File: src/rtl/rect_fill_if.sv
// rect_fill_if -- request/pixel bus between a fill requester and rect_fill.
//   Request side : start, abort, x0/y0, x1/y1 (corner pair), colour_in
//   Pixel side   : x, y, colour, plot (write strobe), busy, done
// master = requester (drives request, watches pixel side)
// slave  = rect_fill (consumes request, drives pixel side)
interface rect_fill_if;
  logic       start;
  logic       abort;
  logic [7:0] x0;
  logic [6:0] y0;
  logic [7:0] x1;
  logic [6:0] y1;
  logic [2:0] colour_in;
  logic [7:0] x;
  logic [6:0] y;
  logic [2:0] colour;
  logic       plot;
  logic       busy;
  logic       done;

  modport master (
    output start, abort, x0, y0, x1, y1, colour_in,
    input  x, y, colour, plot, busy, done
  );

  modport slave (
    input  start, abort, x0, y0, x1, y1, colour_in,
    output x, y, colour, plot, busy, done
  );
endinterface

File: src/rtl/rect_fill.sv
// rect_fill -- rasterises an axis-aligned filled rectangle into a pixel
// stream for a framebuffer adapter, one pixel per clock.
//   clock : rising-edge clock
//   reset : synchronous, active-high
//   bus   : rect_fill_if.slave
//     in  start, abort, x0/y0, x1/y1, colour_in
//     out x, y, colour, plot, busy, done (all registered)
// Corners may be given in any order; the far corner is clipped to the
// framebuffer. A rectangle whose near corner is off-screen is empty and
// completes with a done pulse and no plots.
module rect_fill #(
  parameter int WIDTH  = 160,
  parameter int HEIGHT = 120
) (
  input  logic        clock,
  input  logic        reset,
  rect_fill_if.slave  bus
);

  localparam logic [7:0] XMAX = 8'(WIDTH - 1);
  localparam logic [6:0] YMAX = 7'(HEIGHT - 1);

  typedef enum logic [1:0] {IDLE, FILL, DONE} state_t;

  state_t     state_q, state_d;
  logic [7:0] x_q, x_d;
  logic [6:0] y_q, y_d;
  logic [2:0] colour_q, colour_d;
  logic       plot_q, plot_d;
  logic       busy_q, busy_d;
  logic       done_q, done_d;
  // rectangle bounds latched at accept; yl is not kept because y only
  // ever counts upward from its starting value
  logic [7:0] xl_q, xl_d;
  logic [7:0] xh_q, xh_d;
  logic [6:0] yh_q, yh_d;

  // ordered and clipped corners, only consumed on the accepting edge
  logic [7:0] cx_lo, cx_hi, cx_hi_clip;
  logic [6:0] cy_lo, cy_hi, cy_hi_clip;
  logic       empty;

  always_comb begin
    cx_lo      = (bus.x0 < bus.x1) ? bus.x0 : bus.x1;
    cx_hi      = (bus.x0 < bus.x1) ? bus.x1 : bus.x0;
    cy_lo      = (bus.y0 < bus.y1) ? bus.y0 : bus.y1;
    cy_hi      = (bus.y0 < bus.y1) ? bus.y1 : bus.y0;
    cx_hi_clip = (int'(cx_hi) > WIDTH - 1)  ? XMAX : cx_hi;
    cy_hi_clip = (int'(cy_hi) > HEIGHT - 1) ? YMAX : cy_hi;
    empty      = (int'(cx_lo) >= WIDTH) || (int'(cy_lo) >= HEIGHT);
  end

  always_comb begin
    state_d  = state_q;
    x_d      = x_q;
    y_d      = y_q;
    colour_d = colour_q;
    xl_d     = xl_q;
    xh_d     = xh_q;
    yh_d     = yh_q;
    plot_d   = 1'b0;
    busy_d   = 1'b0;
    done_d   = 1'b0;

    unique case (state_q)
      IDLE: begin
        // start beats abort here: abort is simply not looked at in IDLE
        if (bus.start) begin
          xl_d     = cx_lo;
          xh_d     = cx_hi_clip;
          yh_d     = cy_hi_clip;
          colour_d = bus.colour_in;
          busy_d   = 1'b1;
          if (empty) begin
            state_d = DONE;
            done_d  = 1'b1;
          end else begin
            state_d = FILL;
            x_d     = cx_lo;
            y_d     = cy_lo;
            plot_d  = 1'b1;
          end
        end
      end

      FILL: begin
        // the pixel at (x_q, y_q) is being plotted this cycle; decide
        // what follows it
        if (bus.abort) begin
          state_d = IDLE;
        end else if (x_q == xh_q && y_q == yh_q) begin
          state_d = DONE;
          busy_d  = 1'b1;
          done_d  = 1'b1;
        end else begin
          busy_d = 1'b1;
          plot_d = 1'b1;
          if (x_q < xh_q) begin
            x_d = x_q + 8'd1;
          end else begin
            x_d = xl_q;
            y_d = y_q + 7'd1;
          end
        end
      end

      DONE: begin
        state_d = IDLE;
      end

      default: begin
        state_d = IDLE;
      end
    endcase
  end

  always_ff @(posedge clock) begin
    if (reset) begin
      state_q  <= IDLE;
      x_q      <= '0;
      y_q      <= '0;
      colour_q <= '0;
      plot_q   <= 1'b0;
      busy_q   <= 1'b0;
      done_q   <= 1'b0;
      xl_q     <= '0;
      xh_q     <= '0;
      yh_q     <= '0;
    end else begin
      state_q  <= state_d;
      x_q      <= x_d;
      y_q      <= y_d;
      colour_q <= colour_d;
      plot_q   <= plot_d;
      busy_q   <= busy_d;
      done_q   <= done_d;
      xl_q     <= xl_d;
      xh_q     <= xh_d;
      yh_q     <= yh_d;
    end
  end

  assign bus.x      = x_q;
  assign bus.y      = y_q;
  assign bus.colour = colour_q;
  assign bus.plot   = plot_q;
  assign bus.busy   = busy_q;
  assign bus.done   = done_q;

endmodule

File: src/flat_wrapper.sv
// flat-port wrapper written by rule: the top's interface ports become plain ports
module rect_fill_flat 
#(
  parameter int WIDTH  = 160,
  parameter int HEIGHT = 120
)
  (clock, reset, bus_start, bus_abort, bus_x0, bus_y0, bus_x1, bus_y1, bus_colour_in, bus_x, bus_y, bus_colour, bus_plot, bus_busy, bus_done);
  rect_fill_if bus_i ();
  input  logic clock;
  input  logic reset;
  input wire logic [$bits(bus_i.start)-1:0] bus_start;
  input wire logic [$bits(bus_i.abort)-1:0] bus_abort;
  input wire logic [$bits(bus_i.x0)-1:0] bus_x0;
  input wire logic [$bits(bus_i.y0)-1:0] bus_y0;
  input wire logic [$bits(bus_i.x1)-1:0] bus_x1;
  input wire logic [$bits(bus_i.y1)-1:0] bus_y1;
  input wire logic [$bits(bus_i.colour_in)-1:0] bus_colour_in;
  output wire logic [$bits(bus_i.x)-1:0] bus_x;
  output wire logic [$bits(bus_i.y)-1:0] bus_y;
  output wire logic [$bits(bus_i.colour)-1:0] bus_colour;
  output wire logic [$bits(bus_i.plot)-1:0] bus_plot;
  output wire logic [$bits(bus_i.busy)-1:0] bus_busy;
  output wire logic [$bits(bus_i.done)-1:0] bus_done;
  assign bus_i.start = bus_start;
  assign bus_i.abort = bus_abort;
  assign bus_i.x0 = bus_x0;
  assign bus_i.y0 = bus_y0;
  assign bus_i.x1 = bus_x1;
  assign bus_i.y1 = bus_y1;
  assign bus_i.colour_in = bus_colour_in;
  assign bus_x = bus_i.x;
  assign bus_y = bus_i.y;
  assign bus_colour = bus_i.colour;
  assign bus_plot = bus_i.plot;
  assign bus_busy = bus_i.busy;
  assign bus_done = bus_i.done;
  rect_fill #(.WIDTH(WIDTH), .HEIGHT(HEIGHT)) u_core (.clock(clock), .reset(reset), .bus(bus_i));
endmodule
File: config.mk
export PLATFORM = sky130hd
export DESIGN_NAME = rect_fill_flat
export DESIGN_NICKNAME = d
export VERILOG_FILES = /design/src/rtl/rect_fill_if.sv /design/src/rtl/rect_fill.sv /design/src/flat_wrapper.sv
export SDC_FILE = /design/constraint.sdc
export NUM_CORES = 1
export LEC_CHECK = 0
export ABC_AREA = 1
export BUFFER_PORTS_ARGS = -buffer_cell sky130_fd_sc_hd__buf_4
export CORE_MARGIN = 2
export CORE_UTILIZATION = 51
export DETAILED_ROUTE_END_ITERATION = 8
export PLACE_DENSITY = 0.77
export SLEW_MARGIN = 25
export SYNTH_ARGS = -nofsm -noshare
export SYNTH_HDL_FRONTEND = slang
export SYNTH_SLANG_ARGS = --single-unit
File: constraint.sdc
create_clock -name clock -period 1.75 [get_ports clock]
set_input_delay 0.175 -clock clock [delete_from_list [all_inputs] [get_ports clock]]
set_output_delay 0.175 -clock clock [all_outputs]
set_load 0.05 [all_outputs]
# Yosys cells after proc, flatten, opt, wreduce, memory -nomap -nowiden
# Index checks and enable logic that the tools add are counted.
# Widths: inputs -> output; s select.
[totals]
in_bits = 37
out_inout_bits = 21
wordCells = 72
reg_bits = 46
[classes]
n_eq_ne = 9
add_sub_neg = 2
magnitude_cmp = 7
n_reduce_logical = 8
mux = 36
[op_table]
columns = ["cell", "n"]
rows = [
  ["$mux 8", 8],
  ["$mux 7", 8],
  ["$lt 8x8->1", 2],
  ["$pmux 8 s2", 1],
  ["$pmux 7 s2", 1],
  ["$mux 1", 10],
  ["$ne 2x2->1 const B", 5],
  ["$add 8x1->8 const B", 1],
  ["$eq 8x8->1", 1],
  ["$ge 8x8->1 const B", 1],
  ["$gt 8x8->1 const B", 1],
  ["$mux 2", 4],
  ["$add 7x1->7 const B", 1],
  ["$eq 7x7->1", 1],
  ["$ge 7x7->1 const B", 1],
  ["$gt 7x7->1 const B", 1],
  ["$lt 7x7->1", 1],
  ["$pmux 1 s2", 3],
  ["$reduce_and 6->1", 1],
  ["$reduce_and 5->1", 1],
  ["$pmux 2 s2", 1],
  ["$reduce_and 2->1", 2],
  ["$ne 3x2->1 const B", 1],
  ["$eq 2x1->1 const B", 1],
  ["other kinds (4)", 4],
]

# Longest topological paths before layout
[logic_depth]
word_depth = 7
depth_mapped = 18
ltp_nobuf = 18

# Least setup slack after synthesis
# OpenSTA, ideal clock, no wires.
[synth_timing]
kind = "reg-to-reg"
startpoint = "reg u_core.x_q[5], in the netlist u_core.bus.x[5]"
endpoint = "reg u_core.x_q[6], in the netlist u_core.bus.x[6]"
t_arrival_ns = 2.083
setup_ns = 0.117
stages_incl_launch_ff = 12
setup_slack_ns = -0.449
synth_period_minus_slack_ns = 2.199
cell_sequence = "dfxtp_1 -> ha_1 -> a21oi_1 -> nor2_1 -> a211oi_1 -> nand2_1 -> inv_1 -> nand2_1 -> o211ai_1 -> o21ai_0 -> nor2_2 -> nor2_1"
[synth_via]
elab_chain_cells = 5
[synth_rtl]
columns = ["element", "line", "rtl"]
rows = [
  ["from (decl)", "rect_fill.sv:26", "logic [7:0] x_q, x_d;"],
  ["from (signal assigned)", "rect_fill.sv:120", "x_q <= '0;"],
  ["from (signal assigned)", "rect_fill.sv:131", "x_q <= x_d;"],
  ["$add 8x1->8 / $lt 8x8->1 (equally long branches)", "rect_fill.sv:99, rect_fill.sv:98", ""],
  ["$mux 8", "rect_fill.sv:98", "if (x_q < xh_q) begin"],
  ["$mux 8", "rect_fill.sv:91", "end else if (x_q == xh_q && y_q == yh_q) begin"],
  ["$mux 8", "rect_fill.sv:89", "if (bus.abort) begin"],
  ["$pmux 8 s2", "rect_fill.sv:65", "unique case (state_q)"],
]
# Parallel ways exist; a longest one is shown, timed or not. The select of a mux whose other input is x is not followed.
# A chain may end at the register's enable or synchronous reset.

# Worst setup path in the final report
[layout_timing]
startpoint = "reg u_core.xh_q[5]"
endpoint = "reg u_core.y_q[6], in the netlist u_core.bus.y[6]"
[layout_via]
elab_chain_cells = 4
[layout_rtl]
columns = ["element", "line", "rtl"]
rows = [
  ["from (decl)", "rect_fill.sv:35", "logic [7:0] xh_q, xh_d;"],
  ["from (signal assigned)", "rect_fill.sv:138", "xh_q <= xh_d;"],
  ["parallel branches: the longest is 3 deep, another holds $lt 8x8->1", "-", ""],
  ["$reduce_and 6->1 (no source line) *", "-", ""],
  ["to (signal assigned)", "rect_fill.sv:132", "y_q <= y_d;"],
  ["to (decl)", "rect_fill.sv:27", "logic [6:0] y_q, y_d;"],
]
# Every way passes the cells marked *.

==> run_results.csv <==
group,metric,value,unit
status,status,"finished with violations",
status,violations,"negative setup slack",
sta,whs,0.127,ns
power,cellLeakagePower,2.26,nW
clock_tree,hold_buffers,0,
placement,gp_congestion,0.916,
sta,tightest_slew,0.415,ns
routing,ant_nets,0,
sta,hold_viol_final,0,
finish,stdcell_count,663,
clock_tree,cts_tree,"built",
placement,placedInstanceArea,4170,sq um
run,cap_violations,0,
setup_path,startpoint_type,"register",
setup_path,startpoint,"u_core.xh_q[5]",
routing,drt-vias-per-instance,5.17,
sta,grt_setup_unrepaired,"true",
clock_tree,cts-buffers-inserted,5,
clock_tree,cts.clk_slew.worst_paths,0.09,ns
power,finalPower,4.15,mW
yosys,synth_cells,474,
global_route,grt_max_degree,21,
setup_path,critPathMaxFanout,8,
finish,final_common_cell,"buf_4",
global_route,grt_pass1_wl,14300,microns
placement,place_ws,-0.301,ns
sta,setup_viol,19,
finish,final_util,0.708,
setup_path,crit_required,1.94,ns
sta,fin_skew,0.00921,ns
yosys,synthArstFlopShare,0,
global_route,grt_usage,0.245,
finish,nNetsFinal,645,
routing,firstDrtPassIters,5,
yosys,synth-edff-count,0,
routing,wl_per_cell,12.7,microns
floorplan,die_w,83.6,microns
floorplan,core.rowCount,29,
clock_tree,cts_max_level,2,
routing,drt_wl_total,8440,microns
sta,fmax,0.502,GHz
global_route,grt_antenna_before_repair,0,
setup_path,cp_data_arrival_time,2.18,ns
finish,area_delta_synth_final,36.7,%
floorplan,chipHeight,83.6,microns
finish,fill_cells,508,
floorplan,die_area,6990,sq um
global_route,grt_pass1_vias,3205,
routing,num_vias,3426,
yosys,ys_seq_area_frac,0.285,
finish,final_cell_mix,"buf_4, nand2_1, inv_1, nor2_1, o21ai_0",
finish,drive_gt1_frac,0.350,
setup_path,worstSetupPathType,"reg -> reg",
floorplan,initial_core_util,0.518,
clock_tree,clockBufferDepth,2,
yosys,synth.avg_cell_area,6.82,sq um
sta,setup_slack,-0.243,ns
finish,diodes,0,
clock_tree,cts_sinks,46,
yosys,synthFlopType,"dfxtp_1",
setup_path,r2r_start,"u_core.xh_q[5]",
yosys,synth_cell_type_count,37,
clock_tree,worstSkewPairLatency,0.30,ns
sta,fin_tns_setup,-3.91,ns
hold_path,hold_path_class,"in -> reg",
sta,fin_crit_sh,1.14,
power,p_per_area,939,nW/um^2
floorplan,core,6240,sq um
finish,fin_area,4420,sq um
sta,min_period,1.99,ns
power,peakVddDrop,604,uV
global_route,overflow,0,
yosys,syn_nets,534,
placement,place_inst,649,
floorplan,ios,58,
yosys,syn-cell-area,3230,sq um
routing,drc_errors,0,
clock_tree,cts_root_buf,"clkbuf_8",
setup_path,critPathCaptureType,"register",
yosys,yosys_warnings,0,
routing,drt_iter0_drc,312,
yosys,synth_seq_cells,46,
placement,portBuffers,57,
hold_path,min_from,"bus_colour_in[0]",
sta,maxSlewHeadroom,0.723,
sta,slew_viol_final,0,
placement,hpwl,6370,microns
per-layer routing:
layer,routed length [microns],GRT usage,up-vias,part of all wire
li1,-,-,1762,-
met5,0,0,-,0
met1,4010,0.338,1539,0.48
met3,436,0.0336,17,0.052
met4,121,0.0572,0,0.014
met2,3870,0.407,108,0.46
worst paths after layout:
kind              slack (ns)  cells past startpoint              endpoint
setup reg to reg       -0.24                     11       u_core.bus.y[6]
hold / removal          0.13                      3  u_core.bus.colour[0]
hold reg to reg         0.49                      2  u_core.bus.colour[1]
setup / recovery       -0.24                     11       u_core.bus.y[6]
synthesized netlist by cell type (4+ instances only):
cell type | instances | area share
nand2_1 | 85 | 0.099
inv_1 | 65 | 0.075
nor2_1 | 55 | 0.064
o21ai_0 | 54 | 0.084
dfxtp_1 | 46 | 0.28
a21oi_1 | 30 | 0.046
ha_1 | 23 | 0.089
nand3_1 | 12 | 0.019
clkbuf_1 | 11 | 0.013
nand2_4 | 10 | 0.035
xor2_1 | 10 | 0.027
nor2_2 | 9 | 0.017
nand4_1 | 8 | 0.015
o211ai_1 | 7 | 0.016
mux2i_1 | 5 | 0.015
xnor2_1 | 5 | 0.014
nand2_2 | 4 | 0.0077
o21ai_1 | 4 | 0.0062
o22ai_1 | 4 | 0.0077
critical path, stage by stage (launching register included):
cell and delay, ns:
dfxtp_2 0.36, inv_2 0.05, ha_4 0.26, nand4_1 0.16, nor3_2 0.28, nand4_1 0.18
nor2_2 0.20, nand2_4 0.12, nand3_4 0.12, nand2_2 0.06, nand2_2 0.06, nor2_2 0.04
kinds of logic (layout without fill, tap and decap cells):
| family | count (synthesis) | in the layout | synth area share |
|---|---|---|---|
| multiplexers | 5 | 5 | 0.0155 |
| adder cells (fa/ha/maj) | 23 | 23 | 0.0890 |
| buffers and inverters | 85 | 196 | 0.109 |
| XOR/XNOR | 15 | 15 | 0.0406 |
| AO/OA/AOI/OAI | 107 | 107 | 0.178 |
| flip-flops | 46 | 46 | 0.285 |
| AND/OR/NAND/NOR | 193 | 194 | 0.283 |
registers in the layout (all words and copies together) (netlist names):
register	cells
u_core.bus.done	1
u_core.xl_q	8
u_core.bus.busy	1
u_core.state_q	2
u_core.bus.x	8
u_core.xh_q	8
u_core.bus.plot	1
u_core.yh_q	7
u_core.bus.colour	3
u_core.bus.y	7
report_power, final:
part	switching, mW	internal (mW)	leakage [nW]
Clock	0.372	0.318	0.0472
Sequential	0.119	1.21	0.388
Combinational	1.27	0.854	1.82
Total	1.77	2.38	2.26
repair_timing:
item / CTS / global route
setup buffers: 2 / 3
setup endpoints to repair: 19 / 27
pin swaps: 6 / 11
gates cloned: 1 / 0
resized for setup: 27 / 17
layout make-up:
cell class,count,area (sq um),area share
Inverter,69,272,0.0614
Sequential cell,46,957,0.217
Tap cell,77,96.3,0.0218
Clock inverter,2,12.5,0.00283
Multi-Input combinational cell,344,2080,0.470
Clock buffer,6,82.6,0.0187
Timing Repair Buffer,119,922,0.209
No activity file was read; power rests on OpenSTA's default activity.
